===== src/rtl/enc_cmd_queue.sv =====
// enc_cmd_queue: Wishbone command front end for the LWE encrypt core.
//   The CPU writes instruction words to OPCODE_ADDR. Each word is decoded and queued
//   in a CMD_DEPTH-entry FIFO. Queued commands are issued to the core one at a time
//   over a valid/ready handshake. A status word is read, and the sticky error is
//   cleared, at STATUS_ADDR.
// Ports:
//   wb_clk_i, wb_rst_ni       clock, asynchronous active-low reset
//   wbs_*                     Wishbone slave (registered ack, read data zero unless acking)
//   cmd_valid_o/cmd_ready_i   command handshake towards the core
//   cmd_op_o/src_a/src_b/dst  fields of the command at the FIFO head (zero when not valid)
//   cmd_done_i                one-cycle completion pulse from the core
//   busy_o                    a command has been issued and its completion not yet seen
module enc_cmd_queue #(
  parameter int unsigned ADDR_WIDTH  = 10,
  parameter logic [31:0] OPCODE_ADDR = 32'h3000_0000,
  parameter logic [31:0] STATUS_ADDR = 32'h3000_0004,
  parameter int unsigned CMD_DEPTH   = 4
) (
  input  logic                  wb_clk_i,
  input  logic                  wb_rst_ni,
  input  logic                  wbs_stb_i,
  input  logic                  wbs_cyc_i,
  input  logic                  wbs_we_i,
  input  logic [3:0]            wbs_sel_i,
  input  logic [31:0]           wbs_adr_i,
  input  logic [31:0]           wbs_dat_i,
  output logic                  wbs_ack_o,
  output logic [31:0]           wbs_dat_o,
  output logic                  cmd_valid_o,
  input  logic                  cmd_ready_i,
  output logic [1:0]            cmd_op_o,
  output logic [ADDR_WIDTH-1:0] cmd_src_a_o,
  output logic [ADDR_WIDTH-1:0] cmd_src_b_o,
  output logic [ADDR_WIDTH-1:0] cmd_dst_o,
  input  logic                  cmd_done_i,
  output logic                  busy_o
);

  localparam int unsigned EW = 3 * ADDR_WIDTH + 2;
  localparam int unsigned PW = $clog2(CMD_DEPTH);
  localparam int unsigned CW = PW + 1;

  typedef enum logic [1:0] {S_IDLE, S_ISSUE, S_WAIT} state_t;

  state_t        state, state_nxt;
  logic [EW-1:0] mem [CMD_DEPTH];
  logic [EW-1:0] head;
  logic [PW-1:0] wr_ptr, rd_ptr;
  logic [CW-1:0] count;
  logic          fifo_empty, fifo_full;
  logic          acc_flag, err;
  logic          hit_opc, hit_stat, full_wr, accept, push, pop;
  logic [31:0]   status;

  assign fifo_empty = (count == '0);
  assign fifo_full  = (count == CW'(CMD_DEPTH));

  assign hit_opc  = wbs_stb_i && wbs_cyc_i && (wbs_adr_i == OPCODE_ADDR);
  assign hit_stat = wbs_stb_i && wbs_cyc_i && (wbs_adr_i == STATUS_ADDR);
  assign full_wr  = wbs_we_i && (wbs_sel_i == 4'b1111);

  // A full-word instruction write against a full FIFO is held off (no ack) until a pop
  // frees an entry, so a push can never collide with a full FIFO.
  assign accept = (hit_opc || hit_stat) && !acc_flag && !(hit_opc && full_wr && fifo_full);
  assign push   = accept && hit_opc && full_wr && (wbs_dat_i[1:0] != 2'b11);
  assign pop    = cmd_valid_o && cmd_ready_i;

  assign status = {20'b0, err, busy_o, fifo_full, fifo_empty, 8'(count)};

  // Wishbone response, accept flag and sticky error
  always_ff @(posedge wb_clk_i or negedge wb_rst_ni) begin
    if (!wb_rst_ni) begin
      wbs_ack_o <= 1'b0;
      wbs_dat_o <= '0;
      acc_flag  <= 1'b0;
      err       <= 1'b0;
    end else begin
      wbs_ack_o <= accept;
      wbs_dat_o <= (accept && hit_stat && !wbs_we_i) ? status : '0;
      if (accept)
        acc_flag <= 1'b1;
      else if (!wbs_stb_i)
        acc_flag <= 1'b0;
      if (accept && hit_opc && full_wr && (wbs_dat_i[1:0] == 2'b11))
        err <= 1'b1;
      else if (accept && hit_stat && full_wr && wbs_dat_i[11])
        err <= 1'b0;
    end
  end

  // FIFO pointers and occupancy
  always_ff @(posedge wb_clk_i or negedge wb_rst_ni) begin
    if (!wb_rst_ni) begin
      wr_ptr <= '0;
      rd_ptr <= '0;
      count  <= '0;
    end else begin
      if (push)
        wr_ptr <= wr_ptr + PW'(1);
      if (pop)
        rd_ptr <= rd_ptr + PW'(1);
      case ({push, pop})
        2'b10:   count <= count + CW'(1);
        2'b01:   count <= count - CW'(1);
        default: count <= count;
      endcase
    end
  end

  // Storage needs no reset: the pointers define which entries are live.
  always_ff @(posedge wb_clk_i) begin
    if (push)
      mem[wr_ptr] <= wbs_dat_i[EW-1:0];
  end

  assign head = mem[rd_ptr];

  // Issue FSM
  always_ff @(posedge wb_clk_i or negedge wb_rst_ni) begin
    if (!wb_rst_ni)
      state <= S_IDLE;
    else
      state <= state_nxt;
  end

  always_comb begin
    state_nxt   = state;
    cmd_valid_o = 1'b0;
    busy_o      = 1'b0;
    case (state)
      S_IDLE: begin
        if (!fifo_empty)
          state_nxt = S_ISSUE;
      end
      S_ISSUE: begin
        cmd_valid_o = 1'b1;
        if (cmd_ready_i)
          state_nxt = S_WAIT;
      end
      S_WAIT: begin
        busy_o = 1'b1;
        if (cmd_done_i)
          state_nxt = S_IDLE;
      end
      default: state_nxt = S_IDLE;
    endcase
  end

  // Head fields stay stable while presented: pushes never target the head slot.
  assign cmd_op_o    = cmd_valid_o ? head[1:0] : '0;
  assign cmd_src_a_o = cmd_valid_o ? head[ADDR_WIDTH+1:2] : '0;
  assign cmd_src_b_o = cmd_valid_o ? head[2*ADDR_WIDTH+1:ADDR_WIDTH+2] : '0;
  assign cmd_dst_o   = cmd_valid_o ? head[3*ADDR_WIDTH+1:2*ADDR_WIDTH+2] : '0;

endmodule


===== config.mk =====
export PLATFORM = sky130hd
export DESIGN_NAME = enc_cmd_queue
export DESIGN_NICKNAME = d
export VERILOG_FILES = /design/src/rtl/enc_cmd_queue.sv
export SDC_FILE = /design/constraint.sdc
export NUM_CORES = 1
export LEC_CHECK = 0
export BUFFER_PORTS_ARGS = -buffer_cell sky130_fd_sc_hd__clkbuf_2
export CAP_MARGIN = 5
export CORE_MARGIN = 10
export CORE_UTILIZATION = 48
export CTS_CLUSTER_DIAMETER = 120
export DETAILED_ROUTE_END_ITERATION = 10
export PLACE_DENSITY = 0.74
export REMOVE_ABC_BUFFERS = 1
export SYNTH_ARGS = -nofsm -noshare
export SYNTH_HDL_FRONTEND = slang
export SYNTH_SLANG_ARGS = --single-unit

===== constraint.sdc =====
create_clock -name wb_clk_i -period 2.6 [get_ports wb_clk_i]
set_input_delay 0.26 -clock wb_clk_i [delete_from_list [all_inputs] [get_ports wb_clk_i]]
set_output_delay 0.26 -clock wb_clk_i [all_outputs]
set_load 0.02 [all_outputs]

==> out/qor.tcl, run 1 <==
set qor(run_status) {complete, no violations}
set qor(synth_seq_cells) 147
set qor(max-slew-margin-rel_pct) 66.7
set qor(netlist_area_um2) 6030
set qor(element_type_at_the_critical_path_start) {register}
set qor(numPlacedInstances) 602
set qor(syn_to_final_growth_pct) 23.8
set qor(topRoutingLayerUsed) {met4}
set qor(combinational_fraction_of_design_power_pct) 27.0
set qor(worstHoldPathCells) 2
set qor(cap_violations) 0
set qor(clk_transition_reported_paths_ns) 0.05
set qor(timing.hold.worst_endpoint) {state[1]}
set qor(power_per_cell_area_nw_per_um2) 980
set qor(synth.mux.area_fraction_pct) 12.4
set qor(rsz0062_at_grt) {false}
set qor(worstRegToRegCells) 9
set qor(amount_of_wire_on_met2_after_detailed_routing_mm) 5.64
set qor(clk-insertion-delay-late_ns) 0.41
set qor(yosysUniqueCellTypes) 35
set qor(share_of_the_synthesized_area_in_the_top_cell_type_pct) 63.7
set qor(dieWidth_um) 132
set qor(category_of_the_most_critical_setup_path) {register to output port}
set qor(leakage_uw) 0.00287
set qor(grt_max_degree) 35
set qor(dieArea_um2) 17500
set qor(n_fill_cell) 884
set qor(critical_path_sink_type) {output port}
set qor(netlist_instances) 316
set qor(globalRouteTotalUtil_pct) 13.9
set qor(tritoncts_clock_tree) {built}
set qor(synth-adder-area-share_pct) 1.37
set qor(die_h_um) 132
set qor(internal-power_uw) 5250
set qor(layout-drive-gt1-share_pct) 44.8
set qor(yosys.area_share.xor_xnor_pct) 0.871
set qor(worst_hold_path_type) {input pin to register}
set qor(buffer_depth_of_the_longest_clock_path) 2
set qor(ant_nets) 0
set qor(antenna_found_initial) 0
set qor(ctsHtreeMaxLevel) 4
set qor(met3_wirelength_mm) 1.25
set qor(synthDominantAreaCellType) {sky130_fd_sc_hd__edfxtp_1}
set qor(final_setup_violation_count) 0
set qor(ctsRootBufferMaster) {sky130_fd_sc_hd__clkbuf_16}
set qor(route.detailed.vias_per_inst) 5.11
set qor(p_seq_share_pct) 37.5
set qor(grt_pass1_wl_mm) 18.9
set qor(sw_frac_of_total_pct) 28.3
set qor(rows) 40
set qor(max_freq_ghz) 0.431
set qor(drcViolationCount) 0
set qor(final_net_count) 535
set qor(gr-total-overflow) 0
set qor(timing_hold_violations_final) 0
set qor(worst_pin_slew_ns) 0.496
set qor(synth_edf_count) 128
set qor(fin_worst_skew_ns) 0.00756
set qor(avgSynthCellArea_um2) 19.1
set qor(hold_ws_ns) 0.0465
set qor(finish.cell_count_without_fillers) 635
set qor(synth_compound_gate_area_share_pct) 0.560
set qor(synth_common_cells) {128 x sky130_fd_sc_hd__edfxtp_1, 41 x sky130_fd_sc_hd__and2_1, 32 x sky130_fd_sc_hd__mux4_2}
set qor(yosysMostFrequentCell) {sky130_fd_sc_hd__edfxtp_1}
set qor(netlist_top_cells_area) {sky130_fd_sc_hd__edfxtp_1 64%, sky130_fd_sc_hd__mux4_2 12%, sky130_fd_sc_hd__dfrtp_1 7.9%}
set qor(rrSetupSlack_ns) 0.29
set qor(pwr-share-clk_pct) 35.5
set qor(floorplan_core_area_um2) 12200
set qor(asyncSetResetFlopFracSynth_pct) 12.9
set qor(synth.yosys.seq_area_share_pct) 71.6
set qor(clock_buffer_count_from_cts) 17
set qor(total_wirelength_of_the_detailed_routed_design_mm) 11.8
set qor(timing.final.crit_period_ns) 2.32
set qor(cts.sink_count) 147
set qor(wirelength_per_cell_um) 18.7
set qor(p_sw_uw) 2070
set qor(yosys_most_used_dff) {sky130_fd_sc_hd__edfxtp_1}
set qor(cts_repair_resize_count) 0
set qor(cp_max_fo) 8
set qor(floorplan.initialDensity_pct) 49.6
set qor(dr_total_vias) 3242
set qor(drv_slew) 0
set qor(dominant_combinational_cell_family_by_area_after_synthesis) {multiplexers}
set qor(worst-endpoint-arrival_ns) 2.06
set qor(ys_warn_count) 0
set qor(io_pins) 142
set qor(finish.utilization_pct) 61.4
set qor(worst_ep_required_time_ns) 2.34
set qor(place_congestion) 0.752
set qor(dp.final_hpwl_mm) 8.15
set qor(ir_drop_mv) 0.503
set qor(diodes) 0
set qor(dr.first_iter.drc_count) 241
set qor(worst_r2r_startpoint) {acc_flag}
set qor(dr_pass1_iterations) 4
set qor(number_of_global_route_vias_before_repair) 3602
set qor(hold_start) {cmd_done_i}
set qor(timing.final.crit_share_pct) 89.3
set qor(buffer_ports.inserted) 116
set qor(synth_simple_gate_area_share_pct) 9.00
set qor(r2r-end) {count[2]}
set qor(wl_met1_mm) 4.85
==> logic make-up after synthesis <==
family	count (synthesis)
AND/OR/NAND/NOR	76
buffers and inverters	41
adder cells (fa/ha/maj)	6
AO/OA/AOI/OAI	5
multiplexers	34
XOR/XNOR	6
flip-flops	147
other	1
==> repair_timing <==
action | in CTS | in global routing
buffers inserted | 0 | 0
endpoints found under the hold margin | 19 | 0
hold buffers | 1 | 0
==> cell type report <==
class | instances | area (µm²) | share of cell area (%)
multi-input cells | 152 | 1560 | 20.9
clock buffers | 19 | 433 | 5.80
inverters | 5 | 18.8 | 0.251
clock inverters | 13 | 205 | 2.75
well taps | 168 | 210 | 2.81
repair buffers | 131 | 721 | 9.65
flip-flops and latches | 147 | 4320 | 57.9
==> power groups by stage <==
| stage | Sequential (µW) | Combinational, µW | Clock [µW] |
|---|---|---|---|
| final | 2740 | 1980 | 2600 |
| after CTS | 2750 | 2030 | 2640 |
| after detailed placement | 2800 | 2030 | 0 |
| after floorplan | 2900 | 1200 | 0 |
| after global placement | 2790 | 2020 | 0 |
| after global routing | 2760 | 2150 | 2740 |
==> sequential cells by signal (all words and copies together), names as in the netlist <==
signal / count
acc_flag: 1
wbs_dat_o: 7
rd_ptr: 2
mem: 128
err: 1
state: 2
count: 3
wr_ptr: 2
wbs_ack_o: 1
==> per-layer routing <==
metal  track usage (%)  vias up
met5                 0        -
met4              4.26        0
met1              16.7     1623
li1                  -     1463
met3              7.28        9
met2              21.3      147
==> placed cells by master, fill, tap and decap left out, types with 2 or more instances in the layout <==
cell                        synthesis  routed
sky130_fd_sc_hd__nand2_1            5       5
sky130_fd_sc_hd__mux4_2            32      32
sky130_fd_sc_hd__ha_1               5       5
sky130_fd_sc_hd__inv_6              0       3
sky130_fd_sc_hd__edfxtp_1         128     128
sky130_fd_sc_hd__clkinv_1           0       2
sky130_fd_sc_hd__and2_2             0       4
sky130_fd_sc_hd__inv_1              5       5
sky130_fd_sc_hd__dfrtp_1           19      17
sky130_fd_sc_hd__dfrtp_2            0       2
sky130_fd_sc_hd__bufinv_16          0       5
sky130_fd_sc_hd__and2_1            41      37
sky130_fd_sc_hd__buf_12             0       2
sky130_fd_sc_hd__clkbuf_1           7       2
sky130_fd_sc_hd__nor4_2             6       6
sky130_fd_sc_hd__conb_1             1      25
sky130_fd_sc_hd__xnor2_1            5       5
sky130_fd_sc_hd__clkbuf_16          0      17
sky130_fd_sc_hd__nor2b_1            3       2
sky130_fd_sc_hd__nand2b_1           2       2
sky130_fd_sc_hd__nor2_1             3       3
sky130_fd_sc_hd__and4bb_1           2       2
sky130_fd_sc_hd__nand4_1            3       3
sky130_fd_sc_hd__o21ai_0            2       2
sky130_fd_sc_hd__clkbuf_2           0     116
sky130_fd_sc_hd__buf_4             25      12
sky130_fd_sc_hd__nor4_1             3       3
==> critical path, cell delays in order (launching register included) <==
cell and delay (ns):
sky130_fd_sc_hd__dfrtp_2 0.53, sky130_fd_sc_hd__buf_4 0.28, sky130_fd_sc_hd__mux4_2 0.52, sky130_fd_sc_hd__and2_1 0.17
sky130_fd_sc_hd__clkbuf_2 0.15
==> stage by stage <==
step	TNS, ns	setup WS (ns)	instance area (µm²)	power, µW
2_1_floorplan	-0.0659	-0.0659	5890	4100
3_3_place_gp	0	0.281	6820	4810
3_5_place_dp	0	0.207	6820	4820
4_1_cts	0	0.204	7470	7420
5_1_grt	0	0.0889	7470	7650
6_report	0	0.278	7470	7320
==> worst max-delay path by stage <==
stage	to	from
2_1_floorplan	count[1]	state[1]
6_report	cmd_dst_o[0]	rd_ptr[0]
3_5_place_dp	count[2]	wbs_adr_i[30]
4_1_cts	cmd_op_o[0]	rd_ptr[0]
5_1_grt	count[2]	acc_flag
3_3_place_gp	count[2]	wbs_adr_i[30]
Power figures use the tool's default switching activity.
==> run 2: changes to the inputs <==
--- a/config.mk
+++ b/config.mk
@@ -8,10 +8,11 @@
 export BUFFER_PORTS_ARGS = -buffer_cell sky130_fd_sc_hd__clkbuf_2
 export CAP_MARGIN = 5
 export CORE_MARGIN = 10
-export CORE_UTILIZATION = 48
+export CORE_UTILIZATION = 50
+export CTS_BUF_LIST = sky130_fd_sc_hd__clkbuf_4
 export CTS_CLUSTER_DIAMETER = 120
 export DETAILED_ROUTE_END_ITERATION = 10
-export PLACE_DENSITY = 0.74
+export PLACE_DENSITY = 0.77
 export REMOVE_ABC_BUFFERS = 1
 export SYNTH_ARGS = -nofsm -noshare
 export SYNTH_HDL_FRONTEND = slang
==> run 2 against run 1 <==
Fmax shrank 2.3%. Register-to-register slack is essentially flat. First-iteration DRC count shrank 29%. Flip-flop and latch count is the same. Count of clock-buffer cells in the layout shrank 1. Via count grew 4.3%. Final area grew 0.30%. Total power shrank 13%. Non-clock buffer count grew 35.
==> out/qor.tcl, run 2 (synthesis gave the netlist of run 1 again) <==
set qor(run_status) {complete, no violations}
set qor(detailedPlace.worstSlack_ns) 0.240
set qor(antenna_found_initial) 0
set qor(finish.cell_count_without_fillers) 648
set qor(gr-usage-met1_pct) 17.7
set qor(grt_max_degree) 35
set qor(internal-power_uw) 4430
set qor(top_library_cells_by_usage_in_the_layout_fill_and_taps_aside) {128 x sky130_fd_sc_hd__edfxtp_1, 116 x sky130_fd_sc_hd__clkbuf_2, 37 x sky130_fd_sc_hd__and2_1}
set qor(dr.first_iter.drc_count) 172
set qor(max-slew-margin-rel_pct) 65.1
set qor(max_freq_ghz) 0.421
set qor(globalRouteTotalUtil_pct) 15.0
set qor(number_of_global_route_vias_before_repair) 3768
set qor(cap_violations) 0
set qor(syn_to_final_growth_pct) 24.2
set qor(largest-register) {mem}
set qor(gr-total-overflow) 0
set qor(fin_worst_skew_ns) 0.0163
set qor(drv_slew) 0
set qor(diodes) 0
set qor(largest_register_ff_count) 128
set qor(gr-max-usage-layer) {met2}
set qor(floorplan_core_area_um2) 11900
set qor(wirelength_per_cell_um) 18.8
set qor(leakage_uw) 0.00288
set qor(timing_hold_violations_final) 0
set qor(clk-insertion-delay-late_ns) 0.52
set qor(buffer_ports.inserted) 116
set qor(combinational_fraction_of_design_power_pct) 32.3
set qor(element_type_at_the_critical_path_start) {register}
set qor(power_per_cell_area_nw_per_um2) 849
set qor(layout-drive-gt1-share_pct) 41.5
set qor(ir_drop_mv) 0.333
set qor(final_setup_violation_count) 0
set qor(r2r-end) {count[2]}
set qor(tritoncts_clock_tree) {built}
set qor(global_route.usage.met2_pct) 24.4
set qor(numPlacedInstances) 581
set qor(startpoint) {rd_ptr[0]}
set qor(dieWidth_um) 130
set qor(io_pins) 142
set qor(rrSetupSlack_ns) 0.29
set qor(p_seq_share_pct) 42.8
set qor(clock_buffer_count_from_cts) 17
set qor(critical_path_sink_type) {output port}
set qor(sw_frac_of_total_pct) 30.4
set qor(place_congestion) 0.782
set qor(worst-endpoint-arrival_ns) 2.12
set qor(worst_hold_path_type) {input pin to register}
set qor(ctsRootBufferMaster) {sky130_fd_sc_hd__clkbuf_4}
set qor(ctsHtreeMaxLevel) 4
set qor(dr_total_vias) 3383
set qor(timing.final.crit_period_ns) 2.38
set qor(ant_nets) 0
set qor(cts_repair_resize_count) 0
set qor(layout.cells.most_common) {sky130_fd_sc_hd__edfxtp_1}
set qor(final_worst_path_setup_slack_ns) 0.224
set qor(pwr-share-clk_pct) 24.9
set qor(cts.sink_count) 147
set qor(cp_max_fo) 14
set qor(dieArea_um2) 16900
set qor(floorplan.initialDensity_pct) 50.7
set qor(worst_ep_required_time_ns) 2.34
set qor(dp.final_hpwl_mm) 8.35
set qor(die_h_um) 130
set qor(worstRegToRegCells) 9
set qor(timing.final.crit_share_pct) 91.4
set qor(worst_r2r_startpoint) {acc_flag}
set qor(dr_pass1_iterations) 4
set qor(total_wirelength_of_the_detailed_routed_design_mm) 12.2
set qor(grt_pass1_wl_mm) 19.1
set qor(finalSetupTns_ns) 0
set qor(hold_ws_ns) 0.0819
set qor(top_regs) {mem: 128 flops, wbs_dat_o: 7 flops, count: 3 flops}
set qor(rows) 40
set qor(p_sw_uw) 1930
set qor(drcViolationCount) 0
set qor(worstSetupEndpoint) {cmd_src_a_o[5]}
set qor(grt_util_met3_pct) 5.92
set qor(worst_pin_slew_ns) 0.519
set qor(buffer_depth_of_the_longest_clock_path) 2
set qor(clk_transition_reported_paths_ns) 0.11
set qor(rsz0062_at_grt) {false}
set qor(category_of_the_most_critical_setup_path) {register to output port}
set qor(route.detailed.vias_per_inst) 5.22
set qor(final_net_count) 570
run 2: worst min-delay path by stage:
stage,slack [ns],cells after the start,start,endpoint
3_3_place_gp,0.23,1,wb_rst_ni,wbs_dat_o[2]
6_report,0.08,4,wbs_sel_i[0],err
3_5_place_dp,0.23,1,wb_rst_ni,wbs_dat_o[9]
4_1_cts,0.04,4,wbs_sel_i[0],err
5_1_grt,0.04,4,wbs_sel_i[0],err
2_1_floorplan,-0.04,0,wb_rst_ni,acc_flag
run 2: repair_timing:
action | 4_1_cts | 5_1_grt
hold endpoints to repair | 151 | 0
hold buffers | 36 | 0
buffers inserted | 0 | 0
run 2: final cells by class:
class                      count  area, µm²
inverter                       5       18.8
timing repair buffer         166       1080
fill                         822       4420
multi-input combinational    152       1560
clock buffer                  18        135
tap                          147        184
sequential                   147       4320
clock inverter                13        189
run 2: critical path, stage by stage, from the launching register on:
cell and delay (ns):
sky130_fd_sc_hd__dfrtp_2 0.41, sky130_fd_sc_hd__buf_4 0.30, sky130_fd_sc_hd__mux4_2 0.53, sky130_fd_sc_hd__and2_1 0.19, sky130_fd_sc_hd__clkbuf_2 0.16
run 2: routing by layer:
metal | up-vias | share of wire [%]
li1 | 1528 | -
met1 | 1695 | 41
met2 | 142 | 48
met3 | 18 | 9.3
met4 | 0 | 1.4
met5 | - | 0
run 2: power groups by stage:
stage                     clock network, µW  logic [µW]  registers (µW)
after floorplan                           0        1200            2900
after global placement                    0        2030            2770
after detailed placement                  0        2050            2780
after CTS                              1620        2110            2730
after global routing                   1710        2230            2730
final                                  1580        2050            2720
run 2: through the flow:
step,total power [µW],util (%),cell area [µm²]
floorplan,4100,-,5890
global placement,4800,57.2,6810
detailed placement,4830,57.2,6810
CTS,6450,62.9,7490
global route,6680,62.9,7490
finish,6360,62.9,7490
